$ cat config.mk
export PLATFORM = sky130hd
export DESIGN_NAME = mult_array_ctrl
export DESIGN_NICKNAME = d
export VERILOG_FILES = /design/src/rtl/mult_ctrl_pkg.sv /design/src/rtl/mult_tag_pipe.sv /design/src/rtl/mult_array_ctrl.sv
export SDC_FILE = /design/constraint.sdc
export NUM_CORES = 1
export LEC_CHECK = 0
export CAP_MARGIN = 15
export CORE_MARGIN = 2
export CORE_UTILIZATION = 54
export DETAILED_ROUTE_END_ITERATION = 16
export PLACE_DENSITY = 0.85
export SLEW_MARGIN = 20
export SYNTH_ARGS = -nofsm -noshare
export SYNTH_HDL_FRONTEND = slang
export SYNTH_SLANG_ARGS = --single-unit
export TNS_END_PERCENT = 100
$ cat constraint.sdc
create_clock -name clk -period 2.8 [get_ports clk]
set_input_delay 0.84 -clock clk [delete_from_list [all_inputs] [get_ports clk]]
set_output_delay 0.84 -clock clk [all_outputs]
set_load 0.05 [all_outputs]
$ cat src/rtl/mult_ctrl_pkg.sv
// Shared definitions for the multiplier-array controller, its accumulator and benches.
// The tag carries {valid, last, m, n} alongside each product through the array.
package mult_ctrl_pkg;

    typedef enum logic [1:0] {
        ST_IDLE  = 2'd0,
        ST_RUN   = 2'd1,
        ST_DRAIN = 2'd2,
        ST_DONE  = 2'd3
    } ctrl_state_t;

    localparam int TAG_VALID_W = 1;
    localparam int TAG_LAST_W  = 1;
    localparam int DRAIN_CNT_W = 2;

    // Tag layout, MSB first: valid, last, m index, n index.
    function automatic int tag_width(input int cw);
        return TAG_VALID_W + TAG_LAST_W + 2 * cw;
    endfunction

endpackage

$ cat src/rtl/mult_tag_pipe.sv
// Tag delay line matching the multiplier array latency.
// Shifts only while the array is enabled so tags stay aligned with products.
module mult_tag_pipe #(
    parameter int MUL_LAT = 1,
    parameter int TAG_W   = 18
) (
    input  logic             clk,
    input  logic             reset,
    input  logic             shift,
    input  logic [TAG_W-1:0] push_tag,
    output logic [TAG_W-1:0] tail_tag
);

    logic [TAG_W-1:0] stage [MUL_LAT];

    always_ff @(posedge clk) begin
        if (reset) begin
            for (int i = 0; i < MUL_LAT; i++) begin
                stage[i] <= '0;
            end
        end else if (shift) begin
            stage[0] <= push_tag;
            for (int i = 1; i < MUL_LAT; i++) begin
                stage[i] <= stage[i-1];
            end
        end
    end

    assign tail_tag = stage[MUL_LAT-1];

endmodule

$ cat src/rtl/mult_array_ctrl.sv
// Sequencer for a tiled multiplier array: walks k/n/m tile loops, tags each
// issued operand pair, and drains the array before signalling completion.
//
// state    | meaning
// ---------+-----------------------------------------------------------
// ST_IDLE  | waiting for start; rejects zero-sized configs
// ST_RUN   | issuing operand pairs, one per cycle when valid and ready
// ST_DRAIN | last pair issued; flushing MUL_LAT enabled cycles
// ST_DONE  | one-cycle completion pulse, then back to idle
module mult_array_ctrl
    import mult_ctrl_pkg::*;
#(
    parameter int CW      = 8,
    parameter int MUL_LAT = 1
) (
    input  logic          clk,
    input  logic          reset,
    input  logic          start,
    input  logic [CW-1:0] cfg_m,
    input  logic [CW-1:0] cfg_n,
    input  logic [CW-1:0] cfg_k,
    input  logic          opnd_valid,
    output logic          opnd_ready,
    input  logic          acc_ready,
    output logic          arr_enable,
    output logic [1:0]    arr_in_valid,
    output logic          out_valid,
    output logic          out_last,
    output logic [CW-1:0] out_m,
    output logic [CW-1:0] out_n,
    output logic          busy,
    output logic          done,
    output logic          cfg_err
);

    localparam int TAG_W = tag_width(CW);
    localparam logic [CW-1:0] ONE = CW'(1);
    localparam logic [DRAIN_CNT_W-1:0] DRAIN_LOAD = DRAIN_CNT_W'(MUL_LAT - 1);

    ctrl_state_t state, state_nx;

    logic [CW-1:0] lim_m, lim_n, lim_k;
    logic [CW-1:0] cnt_m, cnt_n, cnt_k;
    logic [DRAIN_CNT_W-1:0] drain_cnt;
    logic cfg_err_q;

    logic cfg_ok, accept, issue;
    logic k_last, n_last, m_last, job_last;
    logic [TAG_W-1:0] push_tag, tail_tag;

    assign cfg_ok   = (cfg_m != '0) && (cfg_n != '0) && (cfg_k != '0);
    assign accept   = (state == ST_IDLE) && start && cfg_ok;
    assign issue    = (state == ST_RUN) && opnd_valid && acc_ready;
    assign k_last   = (cnt_k == lim_k - ONE);
    assign n_last   = (cnt_n == lim_n - ONE);
    assign m_last   = (cnt_m == lim_m - ONE);
    assign job_last = issue && k_last && n_last && m_last;

    always_comb begin
        state_nx = state;
        unique case (state)
            ST_IDLE:  if (accept) state_nx = ST_RUN;
            ST_RUN:   if (job_last) state_nx = ST_DRAIN;
            ST_DRAIN: if (acc_ready && drain_cnt == '0) state_nx = ST_DONE;
            ST_DONE:  state_nx = ST_IDLE;
            default:  state_nx = ST_IDLE;
        endcase
    end

    always_ff @(posedge clk) begin
        if (reset) begin
            state     <= ST_IDLE;
            lim_m     <= '0;
            lim_n     <= '0;
            lim_k     <= '0;
            cnt_m     <= '0;
            cnt_n     <= '0;
            cnt_k     <= '0;
            drain_cnt <= '0;
            cfg_err_q <= 1'b0;
        end else begin
            state     <= state_nx;
            cfg_err_q <= (state == ST_IDLE) && start && !cfg_ok;

            if (accept) begin
                lim_m <= cfg_m;
                lim_n <= cfg_n;
                lim_k <= cfg_k;
                cnt_m <= '0;
                cnt_n <= '0;
                cnt_k <= '0;
            end else if (issue) begin
                // k innermost, carrying into n, then m
                if (k_last) begin
                    cnt_k <= '0;
                    if (n_last) begin
                        cnt_n <= '0;
                        cnt_m <= m_last ? '0 : cnt_m + ONE;
                    end else begin
                        cnt_n <= cnt_n + ONE;
                    end
                end else begin
                    cnt_k <= cnt_k + ONE;
                end
            end

            if (job_last) begin
                drain_cnt <= DRAIN_LOAD;
            end else if (state == ST_DRAIN && acc_ready && drain_cnt != '0) begin
                drain_cnt <= drain_cnt - 1'b1;
            end
        end
    end

    assign opnd_ready   = issue;
    assign arr_in_valid = {issue && k_last, issue};
    assign arr_enable   = acc_ready && (state == ST_RUN || state == ST_DRAIN);
    assign busy         = (state != ST_IDLE);
    assign done         = (state == ST_DONE);
    assign cfg_err      = cfg_err_q;

    assign push_tag = {issue, issue && k_last, cnt_m, cnt_n};

    mult_tag_pipe #(
        .MUL_LAT (MUL_LAT),
        .TAG_W   (TAG_W)
    ) u_tag_pipe (
        .clk      (clk),
        .reset    (reset),
        .shift    (arr_enable),
        .push_tag (push_tag),
        .tail_tag (tail_tag)
    );

    assign out_valid = tail_tag[TAG_W-1];
    assign out_last  = tail_tag[TAG_W-2];
    assign out_m     = tail_tag[2*CW-1:CW];
    assign out_n     = tail_tag[CW-1:0];

endmodule

==> results.toml <==
[logic_synthesis]
syn_nets = 464
ys_async_sr_fraction_pct = 0
yosysUniqueCellTypes = 48
synth_edf_count = 18
synthFlopType = "dfxtp_1"
ys_ff_latch = 71
yosysSeqAreaShare_pct = 43.1
ys_warn_count = 0
syn-instance-count = 423
avgSynthCellArea_um2 = 8.79
syn_area_um2 = 3720

[setup_path]
required_ns = 1.96
critPathSlowestCell = "dfxtp_1"
critPathCaptureType = "output pin"
crit_path_max_fanout = 6
crit_arrival_ns = 2.07
critical_path.max_stage_delay_ns = 0.44
path_class = "flip-flop to output pin"
path_cells = "xor2_1 -> xnor2_1 -> o2111ai_4 -> nor4_4 -> buf_12"
cp-start-kind = "flip-flop"

[grt]
grt_pass1_wl_mm = 13.5
grt_usage_pct = 22.7
grt.overflow.total = 0
antenna_found_initial = 0
grt_max_degree = 27
grt_pass1_vias = 3079

[routing]
dr_total_vias = 3217
met1_length_mm = 3.29
drt-total-wl_mm = 8.34
drc = 0
drt_iter0_drc = 186
drt-pass1-iter-count = 5
viasPerCell = 5.65
wl_met2_mm = 4.24
route.met3.wl_um = 618
top_layer_used = "met4"
postRouteAntennaNets = 0
wl_per_cell_um = 14.6

[floorplanning]
row_count = 30
die-area_um2 = 7570
boundaryPins = 54
die_x_um = 87.0
design.core.area_um2 = 6720
start_util_pct = 55.4
die_h_um = 87.0

[layout]
final_common_cell = "nand2_1"
instances_no_fill = 569
nets = 525
fin_util_pct = 70.1
antenna_cells = 0
drive_above_1_share_pct = 12.7
synthToLayoutAreaGrowth_pct = 26.6
final_cell_mix = "nand2_1, dfxtp_1, clkdlybuf4s50_1"

[cts]
root_buffer = "clkbuf_8"
clock-sinks = 71
clock_latency_ns = 0.35
cts_tree = "done"
path_clk_slew_ns = 0.08
cts_hold_buf = 0
numCtsBuffers = 9
clk_path_buf_depth = 2
htreeDepth = 3

[run]
drv_cap = 0

[sta]
hold_viol = 0
setup_violations = 1
max_slew_margin_pct = 57.2
slew_violations = 0
fin_crit_sh_pct = 104
rsz0062_at_grt = "yes"
fin_crit_ns = 2.91
finClkSkew_ns = 0.00984
fmax_mhz = 344
worst_pin_slew_ns = 0.626
setup_ws_ns = -0.106

[pwr]
cellPowerDensity_nw_per_um2 = 718
leakage_nw = 1.87
peakVddDrop_mv = 0.381
power_w = 0.00338

[placement]
placed_cells = 548
gp_congestion = 0.848
portBuffers = 53
dpl.hpwl_mm = 5.97

[worst_hold_path]
hp-class = "flip-flop to flip-flop"

[outcome]
violations = "setup timing"
outcome = "complete, but fails checks"
==> per-layer routing <==
layer  global-route usage [%]  vias to the layer above
met5                        0                        -
met4                     10.4                        0
met3                     4.74                       19
met2                     40.0                      123
met1                     26.3                     1490
li1                         -                     1585
==> path summary, 6_finish.rpt <==
path / start / slack, ns / cells past startpoint / to
hold / removal: lim_k[7]$_SDFFE_PP0P_ / 0.47 / 2 / lim_k[7]$_SDFFE_PP0P_
setup reg to reg: lim_k[3]$_SDFFE_PP0P_ / 0.17 / 9 / cnt_m[5]$_SDFFE_PP0P_
setup / recovery: lim_k[3]$_SDFFE_PP0P_ / -0.11 / 5 / arr_in_valid[1]
hold reg to reg: lim_k[7]$_SDFFE_PP0P_ / 0.47 / 2 / lim_k[7]$_SDFFE_PP0P_
==> synth_stat cells, types with 2 or more instances <==
master / count / area share [%]
and2_1: 3 / 0.50
mux2i_1: 4 / 1.1
xor2_1: 27 / 6.4
o21ai_0: 7 / 0.94
nor2_1: 30 / 3.0
nor4_4: 2 / 1.1
ha_1: 12 / 4.0
a21oi_1: 34 / 4.6
inv_1: 14 / 1.4
and3b_1: 3 / 0.71
o21bai_1: 2 / 0.40
and3_1: 22 / 3.7
edfxtp_1: 18 / 15
o31ai_1: 2 / 0.40
nand4_1: 9 / 1.5
nand3_1: 10 / 1.3
nor4_1: 7 / 1.2
dfxtp_1: 53 / 29
xnor2_1: 19 / 4.5
clkbuf_1: 18 / 1.8
nand2_1: 73 / 7.4
nor3_1: 7 / 0.94
a211oi_1: 3 / 0.61
nand3b_1: 3 / 0.61
nor2b_1: 6 / 1.0
nand4b_1: 2 / 0.47
nand2b_1: 3 / 0.50
or3_1: 5 / 0.84
a31oi_1: 5 / 0.84
buf_2: 2 / 0.27
==> stage by stage <==
step	hold WS [ns]	setup slack (ns)	setup TNS (ns)	area, um2
floorplan	0.448	0.00675	0	3750
global placement	0.457	-0.256	-3.32	4420
detailed placement	0.461	-0.318	-4.95	4420
CTS	0.471	-0.0421	-0.0421	4670
global route	0.492	-0.257	-0.301	4710
finish	0.472	-0.106	-0.106	4710
==> state kept, by name, indices dropped and copies added, names as in the netlist <==
name / flops
drain_cnt: 2
lim_n: 8
state: 2
lim_m: 8
cfg_err: 1
lim_k: 8
cnt_n: 8
cnt_m: 8
cnt_k: 8
u_tag_pipe.stage: 18
==> area by class of cell <==
cell class / count / area [um2]
Clock buffer: 10 / 128
Timing Repair Buffer: 72 / 709
Inverter: 14 / 52.6
Sequential cell: 71 / 1600
Tap cell: 80 / 100
Multi-Input combinational cell: 316 / 2060
Clock inverter: 6 / 61.3
Fill cell: 494 / 2010
==> cell families after synthesis <==
kind of cell    synth area share [%]
fa+ha+maj                       4.04
compound gates                  10.5
flops                           43.1
xor+xnor                        10.8
mux                             1.08
buf+inv                         4.00
simple gates                    26.5
==> worst max-delay path: cells and delay by family, from the launching register on <==
family          cells  cell delay [ns]
xor+xnor            2             0.50
flops               1             0.44
simple gates        1             0.38
compound gates      1             0.19
buf+inv             1             0.19
==> timing repair <==
action                     4_1_cts  5_1_grt
setup endpoints to repair        4        1
pin swaps                        5        3
resized for setup               15        6
buffers inserted                 3        2
==> power by group <==
| part | total (W) | switching [W] | leakage, nW | internal (W) |
|---|---|---|---|---|
| sequential | 0.00128 | 0.000101 | 0.621 | 0.00118 |
| clock | 0.000794 | 0.000385 | 0.0960 | 0.000408 |
| combinational | 0.00131 | 0.000801 | 1.15 | 0.000513 |
(Power assumes the default switching activity.)
